<file path="config.mk">
export PLATFORM = sky130hd
export DESIGN_NAME = rs232_rx
export DESIGN_NICKNAME = d
export VERILOG_FILES = /design/src/rtl/rs232_pkg.sv /design/src/rtl/rs232_rx_fifo.sv /design/src/rtl/rs232_rx.sv
export SDC_FILE = /design/constraint.sdc
export NUM_CORES = 1
export LEC_CHECK = 0
export CAP_MARGIN = 20
export CORE_UTILIZATION = 40
export DETAILED_ROUTE_END_ITERATION = 10
export PLACE_DENSITY = 0.6
export SETUP_SLACK_MARGIN = 0.1
export SLEW_MARGIN = 20
export SYNTH_ARGS = -nofsm -noshare
export SYNTH_HDL_FRONTEND = slang
export SYNTH_SLANG_ARGS = --single-unit
</file>
<file path="constraint.sdc">
create_clock -name clk -period 3.4 [get_ports clk]
set_clock_uncertainty 0.05 [all_clocks]
set_input_delay 1.02 -clock clk [delete_from_list [all_inputs] [get_ports clk]]
set_output_delay 1.02 -clock clk [all_outputs]
set_load 0.01 [all_outputs]
</file>
<file path="src/rtl/rs232_pkg.sv">
// rs232_pkg: shared types and helpers for the RS-232 receive path.
//   rx_state_t        receiver FSM states
//   RS232_DIV_115200  clk cycles per bit at 48 MHz / 115200 baud
//   maj3              3-input majority vote
package rs232_pkg;

  typedef enum logic [2:0] {
    IDLE,
    START,
    DATA,
    STOP,
    WAIT_HIGH
  } rx_state_t;

  localparam int unsigned RS232_DIV_115200 = 417;

  function automatic logic maj3(input logic a, input logic b, input logic c);
    return (a & b) | (a & c) | (b & c);
  endfunction

endpackage

</file>
<file path="src/rtl/rs232_rx_fifo.sv">
// rs232_rx_fifo: synchronous receive byte FIFO with overrun detection.
//   clk, reset_n  clock, synchronous active-low reset
//   push          byte offered by the receiver (push_data)
//   rx_ready      consumer ready; pop happens on rx_valid && rx_ready
//   rx_data       head entry (combinational read of registered head pointer)
//   rx_valid      FIFO not empty
//   overrun       one-cycle pulse when a push was dropped because full
module rs232_rx_fifo #(
  parameter int unsigned FIFO_DEPTH = 4
) (
  input  logic       clk,
  input  logic       reset_n,
  input  logic       push,
  input  logic [7:0] push_data,
  input  logic       rx_ready,
  output logic [7:0] rx_data,
  output logic       rx_valid,
  output logic       overrun
);

  localparam int unsigned AW = $clog2(FIFO_DEPTH);

  logic [7:0]    mem [FIFO_DEPTH];
  logic [AW-1:0] head;
  logic [AW-1:0] tail;
  logic [AW:0]   count;
  logic          full;
  logic          pop;
  logic          wr;

  assign full     = (count == (AW+1)'(FIFO_DEPTH));
  assign rx_valid = (count != '0);
  assign pop      = rx_valid && rx_ready;
  // A full FIFO still accepts the push when the head leaves in the same cycle.
  assign wr       = push && (!full || pop);
  assign rx_data  = mem[head];

  always_ff @(posedge clk) begin
    if (!reset_n) begin
      head    <= '0;
      tail    <= '0;
      count   <= '0;
      overrun <= 1'b0;
      for (int unsigned i = 0; i < FIFO_DEPTH; i++) mem[i] <= '0;
    end else begin
      overrun <= push && !wr;
      if (wr) begin
        mem[tail] <= push_data;
        tail      <= tail + 1'b1;
      end
      if (pop) head <= head + 1'b1;
      case ({wr, pop})
        2'b10:   count <= count + 1'b1;
        2'b01:   count <= count - 1'b1;
        default: count <= count;
      endcase
    end
  end

endmodule

</file>
<file path="src/rtl/rs232_rx.sv">
// rs232_rx: RS-232 8N1 receiver with 3-sample mid-bit majority vote and a
// small receive FIFO presented as a valid/ready stream.
//   clk, reset_n        clock, synchronous active-low reset
//   rx                  asynchronous serial line, idles high
//   rx_data, rx_valid   FIFO head byte / FIFO not empty
//   rx_ready            consumer accepts head when rx_valid && rx_ready
//   frame_err           pulse: stop bit low, byte discarded
//   break_det           pulse: data and stop all low
//   overrun             pulse: good byte dropped, FIFO full
//   busy                receiver not in IDLE
module rs232_rx
  import rs232_pkg::*;
#(
  parameter int unsigned DIV        = RS232_DIV_115200,
  parameter int unsigned FIFO_DEPTH = 4
) (
  input  logic       clk,
  input  logic       reset_n,
  input  logic       rx,
  output logic [7:0] rx_data,
  output logic       rx_valid,
  input  logic       rx_ready,
  output logic       frame_err,
  output logic       break_det,
  output logic       overrun,
  output logic       busy
);

  localparam int unsigned CW = $clog2(DIV);
  localparam logic [CW-1:0] MID_LO = CW'(DIV / 2 - 1);
  localparam logic [CW-1:0] MID    = CW'(DIV / 2);
  localparam logic [CW-1:0] MID_HI = CW'(DIV / 2 + 1);
  localparam logic [CW-1:0] LAST   = CW'(DIV - 1);

  rx_state_t     state, state_n;
  logic [1:0]    sync;
  logic          rxs;
  logic          rxs_d;
  logic [CW-1:0] cnt, cnt_n;
  logic [2:0]    bit_idx, bit_idx_n;
  logic [1:0]    smp;
  logic [7:0]    shreg, shreg_n;
  logic          decide;
  logic          maj;
  logic          push;
  logic          ferr_n;
  logic          brk_n;

  assign rxs    = sync[1];
  assign decide = (cnt == MID_HI);
  // The third vote is the live sample taken on the deciding cycle.
  assign maj    = maj3(smp[0], smp[1], rxs);
  assign busy   = (state != IDLE);

  always_ff @(posedge clk) begin
    if (!reset_n) begin
      sync      <= 2'b11;
      rxs_d     <= 1'b1;
      state     <= IDLE;
      cnt       <= '0;
      bit_idx   <= '0;
      smp       <= 2'b11;
      shreg     <= '0;
      frame_err <= 1'b0;
      break_det <= 1'b0;
    end else begin
      sync      <= {sync[0], rx};
      rxs_d     <= rxs;
      state     <= state_n;
      cnt       <= cnt_n;
      bit_idx   <= bit_idx_n;
      shreg     <= shreg_n;
      frame_err <= ferr_n;
      break_det <= brk_n;
      if (cnt == MID_LO) smp[0] <= rxs;
      if (cnt == MID)    smp[1] <= rxs;
    end
  end

  always_comb begin
    state_n   = state;
    cnt_n     = cnt + 1'b1;
    bit_idx_n = bit_idx;
    shreg_n   = shreg;
    push      = 1'b0;
    ferr_n    = 1'b0;
    brk_n     = 1'b0;
    case (state)
      IDLE: begin
        cnt_n = '0;
        if (rxs_d && !rxs) state_n = START;
      end
      START: begin
        if (decide && maj) begin
          state_n = IDLE;
          cnt_n   = '0;
        end else if (cnt == LAST) begin
          state_n   = DATA;
          cnt_n     = '0;
          bit_idx_n = '0;
        end
      end
      DATA: begin
        if (decide) shreg_n = {maj, shreg[7:1]};
        if (cnt == LAST) begin
          cnt_n = '0;
          if (bit_idx == 3'd7) state_n = STOP;
          else                 bit_idx_n = bit_idx + 1'b1;
        end
      end
      STOP: begin
        // Leave at the decision point so a back-to-back start edge is seen.
        if (decide) begin
          cnt_n = '0;
          if (maj) begin
            push    = 1'b1;
            state_n = IDLE;
          end else begin
            state_n = WAIT_HIGH;
            if (shreg == 8'h00) brk_n  = 1'b1;
            else                ferr_n = 1'b1;
          end
        end
      end
      WAIT_HIGH: begin
        cnt_n = '0;
        if (rxs) state_n = IDLE;
      end
      default: begin
        state_n = IDLE;
        cnt_n   = '0;
      end
    endcase
  end

  rs232_rx_fifo #(
    .FIFO_DEPTH(FIFO_DEPTH)
  ) u_fifo (
    .clk      (clk),
    .reset_n  (reset_n),
    .push     (push),
    .push_data(shreg),
    .rx_ready (rx_ready),
    .rx_data  (rx_data),
    .rx_valid (rx_valid),
    .overrun  (overrun)
  );

endmodule
</file>
==> results by group <==
Clock network
  – CTS tree: built
  – H-tree levels: 3
  – CTS resizes: 0
  – CTS buffer count: 9
  – Clk root buf: clkbuf_8
  – Clock buffer depth: 2
  – Post-CTS setup buffers: 0
  – Reg clk slew, reported paths: around 0.070 ns
  – CTS Sinks: 72
  – Hold Buf Count CTS: 0
  – Worst-skew pair later-pin latency: 0.34 ns

Job
  – Max Cap Violations: 0

Detailed routing
  – Drc violations: 0
  – Final wirelength: around 6.1 mm
  – Routed via count: around 2100
  – Final antenna-violating net count: 0
  – WL/cell: 14.7 µm
  – 1st-iter DRT viols: approximately 120
  – Via density: 5.06
  – TritonRoute pass-1 iters: 4

Pwr
  – Flop pwr share: between 40% and 50%
  – Clk network pwr share: 36.6%
  – Comb pwr share: 16.9%
  – Sw Pwr: 531 µW
  – Peak VDD IR: ~0.30 mV
  – Power Density: ~580 nW/µm²
  – Pleak: around 0.0013 µW
  – Sw Share: about a quarter
  – Power Internal: 1660 µW

Synthesis
  – Yosys top cell area share: 29.4%
  – Most frequent cell after synthesis: dfxtp_1
  – Seq cells post-synth: 72
  – Syn avg cell area: between 10 and 15 µm²
  – Cells after Synth: around 290
  – Post-synth EDFFs: 32
  – Area of the mapped netlist: roughly 3300 µm²
  – Library cells used by synthesis: 51
  – Area leader, netlist: edfxtp_1
  – Ys async rst share: 0%
  – Sequential share of the synthesized area: a little over half
  – Most area-consuming cells after synthesis: edfxtp_1, dfxtp_1, and2_1, mux4_2, nand2_1
  – Mapped Nets: 296
  – Synth Flop Type: dfxtp_1
  – Most instantiated cells after synthesis: dfxtp_1, and2_1, edfxtp_1
  – Synth warn: 0

GRT
  – Antenna violations before repair: 0
  – First-pass GRT wire length: just over 10 mm
  – Grt ovf: 0
  – Largest net degree at the start of global routing: 28
  – Aggregate global-route resource usage: roughly 16%
  – Vias in the first global route: between 2000 and 2500

Setup path
  – Critical path class: flip-flop to primary output
  – Worst Path Required: ~2.3 ns
  – Crit. End Element: primary output
  – R2r worst-path depth: 6
  – Worst Path Arrival: about 2.1 ns
  – Critical Path Sink: rx_data[6]
  – CP max FO: 8
  – CP startpoint kind: flip-flop
  – R2R Path Start: cnt[0]
  – FF-to-FF setup slack: 1.00 ns
  – Reg2reg end: u_fifo.mem[0][5]

Die
  – Die area: 8520 µm²
  – Core Rows: 32
  – Die Ht: around 92 µm
  – Die W: 92.3 µm
  – I/O pin count: 17
  – Initial Util: a little over two fifths
  – Core area: about 7800 µm²

Timing
  – Max Freq: between 0.3 and 0.4 GHz
  – Fin crit period: about 3.1 ns
  – Worst slew pin tran: approximately 0.54 ns
  – RSZ-0062 raised after global routing: false
  – Hold WS: about 0.38 ns
  – Worst slew margin: about 64%
  – Final Hold Viols: 0
  – Fin Setup TNS: 0 ns
  – Setup-failing EPs final: 0
  – Final Cycle Share: just over 90%
  – Final Slew Violations: 0

Place
  – PortBufs: 16
  – Post-detail-place hpwl: ~4.3 mm
  – RD Place Congestion: roughly 0.74

Cells and area
  – # diodes: 0
  – Layout cells sized above 1: approximately 14%
  – Synth-to-Final Area Change: 15.8%
  – Final nets: approximately 320

Min path
  – Hold WC Path Type: flip-flop to flip-flop

Status
  – Status: completed
## flip-flops by register name (all words and copies together), names as in the netlist, named ones only
signal          flops
u_fifo.count        3
rxs_d               1
frame_err           1
smp                 2
cnt                 9
state               3
bit_idx             3
shreg               8
break_det           1
sync                2
u_fifo.mem         32
u_fifo.overrun      1
u_fifo.tail         2
u_fifo.head         2
## critical path, cell delays in order, from the launching register on
cell             delay, ns
dfxtp_1               0.67
mux4_2                0.57
clkdlybuf4s50_1       0.50
## worst min path at each step
| stage | from | endpoint | slack [ns] | cells after the start |
|---|---|---|---|---|
| 6_report | sync[0] | sync[1] | 0.38 | 1 |
| 5_1_grt | sync[0] | sync[1] | 0.41 | 1 |
| 4_1_cts | sync[0] | sync[1] | 0.38 | 1 |
| 3_5_place_dp | sync[0] | sync[1] | 0.36 | 1 |
| 3_3_place_gp | sync[0] | sync[1] | 0.35 | 1 |
| 2_1_floorplan | sync[0] | sync[1] | 0.34 | 1 |
## per-layer routing
metal / routed length (µm) / vias up / GRT usage, %
met3: 210 / 7 / 5.01
li1: - / 1051 / -
met5: 0 / - / 0
met4: 70 / 0 / 4.69
met2: 3040 / 25 / 26.9
met1: 2740 / 1007 / 18.8
## metrics by stage
stage          cells  instance area (µm²)  power [µW]  utilization [%]  setup WS, ns
6_report         413                 3780        2190             48.4         0.251
4_1_cts          413                 3780        2210             48.4         0.178
3_5_place_dp     398                 3540        1410             45.4         0.261
2_1_floorplan    286                 3260        1270                -         0.703
5_1_grt          413                 3780        2280             48.4         0.127
3_3_place_gp     398                 3540        1410             45.4         0.333
## layout make-up
type                            count  area (µm²)
Clock buffer                       10         128
Clock inverter                      5         106
Fill cell                         723        4030
Inverter                            7        26.3
Multi-Input combinational cell    194        1420
Sequential cell                    72        1760
Tap cell                          102         128
Timing Repair Buffer               23         213
## layout by cell type, fill, tap and decap left out, types with 2 or more instances in the layout
master,n
a21oi_1,9
and2_1,32
and2_4,2
and3_1,3
and3b_1,3
and4bb_2,2
buf_4,7
bufinv_16,3
clkbuf_8,9
clkdlybuf4s50_1,16
dfxtp_1,40
edfxtp_1,32
ha_1,5
inv_1,7
mux2i_1,8
mux4_2,8
nand2_1,24
nand2b_1,7
nand3_1,16
nand4_1,2
nor2_1,24
nor3b_1,2
nor4_1,3
nor4b_1,3
o21ai_0,4
or3_1,4
xnor2_1,7
xor2_1,3
## cells by family after synthesis
kind of cell	after synthesis	synth area share, %
buffers and inverters	20	2.61
multiplexers	16	7.98
flip-flops	72	54.0
AND/OR/NAND/NOR	137	25.1
adder cells (fa/ha/maj)	7	2.88
AO/OA/AOI/OAI	24	4.79
XOR/XNOR	10	2.68
## power by group through the flow
stage,logic [µW],clock network [µW],registers [µW]
floorplan,285,0,989
global placement,368,0,1040
detailed placement,372,0,1040
CTS,375,815,1020
global route,404,849,1030
finish,370,800,1020
(Power assumes the default switching activity.)
==> variant 1 (same flow settings) <==
Put a register stage on the output `overrun`, without a reset. The value now appears one clock later. The other outputs are not delayed to match. Comments in the files are not updated.
--- a/src/rtl/rs232_rx.sv
+++ b/src/rtl/rs232_rx.sv
@@ -31,6 +31,8 @@
   localparam logic [CW-1:0] MID    = CW'(DIV / 2);
   localparam logic [CW-1:0] MID_HI = CW'(DIV / 2 + 1);
   localparam logic [CW-1:0] LAST   = CW'(DIV - 1);
+
+  logic overrun_d;
 
   rx_state_t     state, state_n;
   logic [1:0]    sync;
@@ -143,7 +145,11 @@
     .rx_ready (rx_ready),
     .rx_data  (rx_data),
     .rx_valid (rx_valid),
-    .overrun  (overrun)
+    .overrun  (overrun_d)
   );
 
+  always_ff @(posedge clk) begin
+    overrun <= overrun_d;
+  end
+
 endmodule
Behaviour: no difference found for any inputs over 10 cycles, from zero or initial values and one cycle with reset_n low; that may be too few to reach the edited logic, so the function may still have changed.
==> variant 1 against the original RTL <==
Worst setup slack improved by 170 ps; routed wire length fell by 2.3%; clock power fell by 14%; register-to-register slack improved by 20 ps; global-route usage fell by 0.31 points; sequential share of layout area rose by 0.50 points; final area barely moved; area after synthesis rose by 0.61%; total power fell by 4.1%; sequential cell count rose by 1; cell count rose by 0.97%; count of clock-buffer cells in the layout fell by 1; highest routed layer unchanged.
==> variant 1: results (changes against the original RTL) <==
The flow ran to the end, and the final reports show no timing, DRC or antenna violations. The arrival time at the worst endpoint is 1910 ps (-170 ps). The pin count of the biggest net entering global routing came out at 28 (unchanged). The detailed-route via count came out at 2101 (+0.53%). The sequential-to-total area share from yosys stat came out at 54.3% (+0.28 points). The violation count after the first detailed-routing iteration was 91 (-27%).

The overall fraction of global-route tracks in use came out at 15.4% (-0.31 points). The total standard cell area after synthesis came out at 3280 um^2 (+0.61%). The number of antenna violations at the first check in global routing is 0 (unchanged). The part of the power in combinational logic is 19.1% (+2.2 points). The number of synthesis warnings is 0 (unchanged). The half-perimeter wire length after detailed placement is 4140 um (-4.2%).

The share of cells above drive strength 1 came to 14.6% (+1.1 points). The number of iterations in the first detailed-routing pass came to 4 (unchanged). The largest registers in the layout are u_fifo.mem: 32 flops, cnt: 9 flops, shreg: 8 flops.

The detail-routed via count per cell is 5.04 (-0.44%). The standard cell area after detailed placement is 3580 um^2 (+0.99%). The clock-net power came out at 0.000691 W (-14%).

The number of nets at the end of the flow came out at 320 (+0.95%). The number of fill cells in the layout is 748 (+3.5%). The final weighted congestion of routability-driven global placement came to 0.757 (+1.7%). The post-place setup slack came out at 314 ps (+52.8 ps). The total detailed-routing wirelength is 5920 um (-2.3%). The instance count after placement with tap cells included came out at 401 (+0.75%). In the post-synthesis netlist, the biggest area contributors are sky130_fd_sc_hd__edfxtp_1 29%, sky130_fd_sc_hd__dfxtp_1 25%, sky130_fd_sc_hd__and2_1 6.1%, sky130_fd_sc_hd__mux4_2 5.5%, sky130_fd_sc_hd__nand2_1 2.7%. The reported leakage power is 1.34 nW (+0.49%). The unique cell type count in the Yosys netlist came out at 51 (unchanged). The transition time of the tightest slew-check pin came out at 556 ps (+13.8 ps).

The net count after synthesis is 297 (+0.34%). The number of buffers added for setup after CTS is 0 (unchanged). The maximum vdd drop came out at 0.000403 V (+35%). The number of synthesized flops with an enable pin came out at 32 (unchanged).

The source-to-sink clock delay at the later pin of the worst-skew pair came out at 360 ps (+20 ps). The max-slew violation total from the final report came to 0 (unchanged). The number of buffers created by CTS came out at 9 (unchanged).

The final antenna diode count is 0 (unchanged). The count of port buffers added during placement was 16 (unchanged). The via count of the first global-routing pass came to 2018 (-1.5%). The commonest cells after synthesis are 41 x sky130_fd_sc_hd__dfxtp_1, 32 x sky130_fd_sc_hd__and2_1, 32 x sky130_fd_sc_hd__edfxtp_1. The count of H-tree levels built during CTS was 3 (unchanged). The maximum fanout encountered on the critical timing path is 8 (unchanged). The net switching fraction of the power is 26.9% (+2.6 points). The switching power is 0.000563 W (+6.1%). The global-route wire length before repair is 9890 um (-1.9%). The post-synthesis instance total is 287 (+0.35%).
[variant 1: area by class of cell]
cell class | instances | area (um^2) | share of cell area, %
sequential | 73 | 1780 | 47.1
multi-input combinational | 194 | 1420 | 37.5
timing repair buffer | 25 | 228 | 6.02
tap | 102 | 128 | 3.38
clock buffer | 9 | 124 | 3.28
clock inverter | 7 | 77.6 | 2.05
inverter | 7 | 26.3 | 0.695
[variant 1: layer usage]
metal	GRT usage, %	vias to the layer above	routed length [um]	share of wire, %
met3	3.37	12	188	3.2
met1	19.3	992	2790	47
met5	0	-	0	0
li1	-	1061	-	-
met4	8.59	0	161	2.7
met2	24.7	36	2790	47
[variant 1: critical path: stages, from the launching register on]
cell	delay (ps)
sky130_fd_sc_hd__dfxtp_1	310
sky130_fd_sc_hd__buf_4	210
sky130_fd_sc_hd__mux4_2	540
sky130_fd_sc_hd__clkdlybuf4s50_1	490
[variant 1: path summary, 6_finish.rpt]
| kind | from | cells after the start | to | slack, ps |
|---|---|---|---|---|
| setup / recovery | flip-flop | 3 | rx_data[7] | 420 |
| hold / removal | u_fifo.overrun$_SDFF_PN0_ | 0 | overrun$_DFF_P_ | 280 |
| setup reg to reg | cnt[0]$_SDFF_PN0_ | 6 | u_fifo.mem[0][0]$_SDFFCE_PN0P_ | 1020 |
| hold reg to reg | u_fifo.overrun$_SDFF_PN0_ | 0 | overrun$_DFF_P_ | 280 |
[variant 1: cells by family (layout without fill, tap and decap cells)]
family                     Yosys count  in the layout  synth area share [%]
xor gates and xnor gates            10             10                  2.67
AOI/OAI and AO/OA                   24             24                  4.76
muxes                               16             16                  7.93
buffers and inverters               20             48                  2.59
adders and majority gates            7              7                  2.86
and+or+nand+nor                    137            137                  24.9
DFF                                 73             73                  54.3
==> variant 2 (same flow settings) <==
Without the edit above. `FIFO_DEPTH` is set to 4 in 2 places; all go to 2.
--- a/src/rtl/rs232_rx_fifo.sv
+++ b/src/rtl/rs232_rx_fifo.sv
@@ -6,7 +6,7 @@
 //   rx_valid      FIFO not empty
 //   overrun       one-cycle pulse when a push was dropped because full
 module rs232_rx_fifo #(
-  parameter int unsigned FIFO_DEPTH = 4
+  parameter int unsigned FIFO_DEPTH = 2
 ) (
   input  logic       clk,
   input  logic       reset_n,
--- a/src/rtl/rs232_rx.sv
+++ b/src/rtl/rs232_rx.sv
@@ -12,7 +12,7 @@
   import rs232_pkg::*;
 #(
   parameter int unsigned DIV        = RS232_DIV_115200,
-  parameter int unsigned FIFO_DEPTH = 4
+  parameter int unsigned FIFO_DEPTH = 2
 ) (
   input  logic       clk,
   input  logic       reset_n,
Formal check against the unedited RTL: same outputs for any inputs over 10 cycles, from zero or initial values and one cycle with reset_n low; that may be too few to reach the edited logic, so the function may still have changed.
==> variant 2 against the original RTL <==
Area after synthesis down 26%; core utilization about the same; hold slack lost 14 ps; die area shrank 26%; sequential cell count fell by 20; total power decreased by 49%; worst setup slack better by 340 ps; final area decreased by 28%; routed wire length shrank 31%; largest power group unchanged.
==> variant 2: results (changes against the original RTL) <==
The violation count after the first detailed-routing iteration came out at 74 (-40%). The count of H-tree levels built during CTS was 2 (-1). In this run the worst hold path is classified as reg -> reg. The global-route wire length before repair is 7080 um (-30%). The number of nets at the end of the flow is 246 (-22%). The average detailed-routed wire length per instance came out at 13.6 um (-7.6%).

The met3 routed wirelength is 130 um (-38%). The net count after synthesis came to 229 (-23%). The arrival time at the worst endpoint is 1740 ps (-340 ps).

The area share of fa/ha/maj cells after synthesis came to 3.69% (+0.81 points). The routed length on met2 came out at 1790 um (-41%). The global routing usage on met3 is 4.11% (-0.89 points). The reported leakage power is 0.997 nW (-25%). The compound-cell area share of the yosys netlist came out at 7.17% (+2.4 points). The detailed-route via count came to 1593 (-24%). The unique cell type count in the Yosys netlist is 54 (+5.9%). The delay contributed by the slowest stage of the critical path came out at 570 ps (-100 ps). The final weighted congestion of routability-driven global placement is 0.740 (-0.64%).

The met2 track utilization from global routing is 21.4% (-5.5 points). The overall fraction of global-route tracks in use came out at 14.9% (-0.84 points). The flip-flop count of the largest register after layout came out at 16 (-50%).

The area share of xor/xnor cells in the synthesized design is 3.63% (+0.95 points). The maximum buffer depth of the clock tree was 2 (unchanged). The routed length on met1 is 2200 um (-20%). The maximum vdd drop came out at 0.000196 V (-34%). The number of synthesized flops with an enable pin came to 16 (-50%).

By area the synthesized netlist is led by sky130_fd_sc_hd__dfxtp_1 30%, sky130_fd_sc_hd__edfxtp_1 20%, sky130_fd_sc_hd__mux2i_1 4.6%, sky130_fd_sc_hd__and2_1 4.4%, sky130_fd_sc_hd__mux2_2 3.7%. The number of buffers created by CTS is 5 (-4). The worst relative slew slack came out at 32.3% (-31 points). The worst setup slack for register-to-register paths is 1070 ps (+70 ps). The number of fill cells in the layout came out at 522 (-28%). The source-to-sink clock delay at the later pin of the worst-skew pair is 310 ps (-30 ps). The via count of the first global-routing pass was 1454 (-29%). The half-perimeter wire length after detailed placement is 2910 um (-33%).

The post-cts sizing count is 0 (unchanged). In the final layout, the registers with the most flip-flops are u_fifo.mem: 16 flops, cnt: 9 flops, shreg: 8 flops. The pin count of the biggest net entering global routing is 19 (-32%). In this run the critical register-to-register path is captured at u_fifo.count[1]$_SDFFE_PN0P_.

The post-synthesis mux area share came out at 8.31% (+0.33 points). The run finished with clean final reports. The worst register-to-register path begins at cnt[4]$_SDFF_PN0_.

The clock input transition at the sequential cells of the worst setup and hold paths came out at 90 ps (+20 ps).
==> variant 2: power breakdown <==
part | internal [W] | total [W] | leakage [nW] | switching [W]
combinational | 0.0000408 | 0.0000886 | 0.509 | 0.0000478
clock | 0.000150 | 0.000366 | 0.0452 | 0.000216
sequential | 0.000654 | 0.000667 | 0.443 | 0.0000127
==> variant 2: layout make-up <==
| cell class | count | area (um^2) | share of cell area (%) |
|---|---|---|---|
| well taps | 72 | 90.1 | 3.30 |
| multi-input cells | 152 | 1140 | 41.8 |
| flip-flops and latches | 52 | 1200 | 44.0 |
| clock buffers | 5 | 68.8 | 2.52 |
| clock inverters | 3 | 25.0 | 0.916 |
| inverters | 6 | 22.5 | 0.825 |
| repair buffers | 19 | 183 | 6.69 |
==> variant 2: worst min path at each step <==
| stage | startpoint | endpoint | slack [ps] | depth (start not counted) |
|---|---|---|---|---|
| floorplan | sync[0]$_SDFF_PN1_ | sync[1]$_SDFF_PN1_ | 340 | 1 |
| global placement | sync[0]$_SDFF_PN1_ | sync[1]$_SDFF_PN1_ | 340 | 1 |
| detailed placement | sync[0]$_SDFF_PN1_ | sync[1]$_SDFF_PN1_ | 340 | 1 |
| CTS | sync[0]$_SDFF_PN1_ | sync[1]$_SDFF_PN1_ | 360 | 1 |
| global route | sync[0]$_SDFF_PN1_ | sync[1]$_SDFF_PN1_ | 390 | 1 |
| finish | sync[0]$_SDFF_PN1_ | sync[1]$_SDFF_PN1_ | 360 | 1 |
==> variant 2: stage by stage <==
step           power (W)  cell area, um^2  hold WS [ps]  worst slack [ps]  std cells
2_1_floorplan   0.000741             2410           336               876        219
3_3_place_gp    0.000769             2640           339               398        301
3_5_place_dp    0.000771             2640           342               373        301
4_1_cts          0.00114             2730           365               565        309
5_1_grt          0.00118             2730           391               503        309
6_report         0.00112             2730           362               589        309
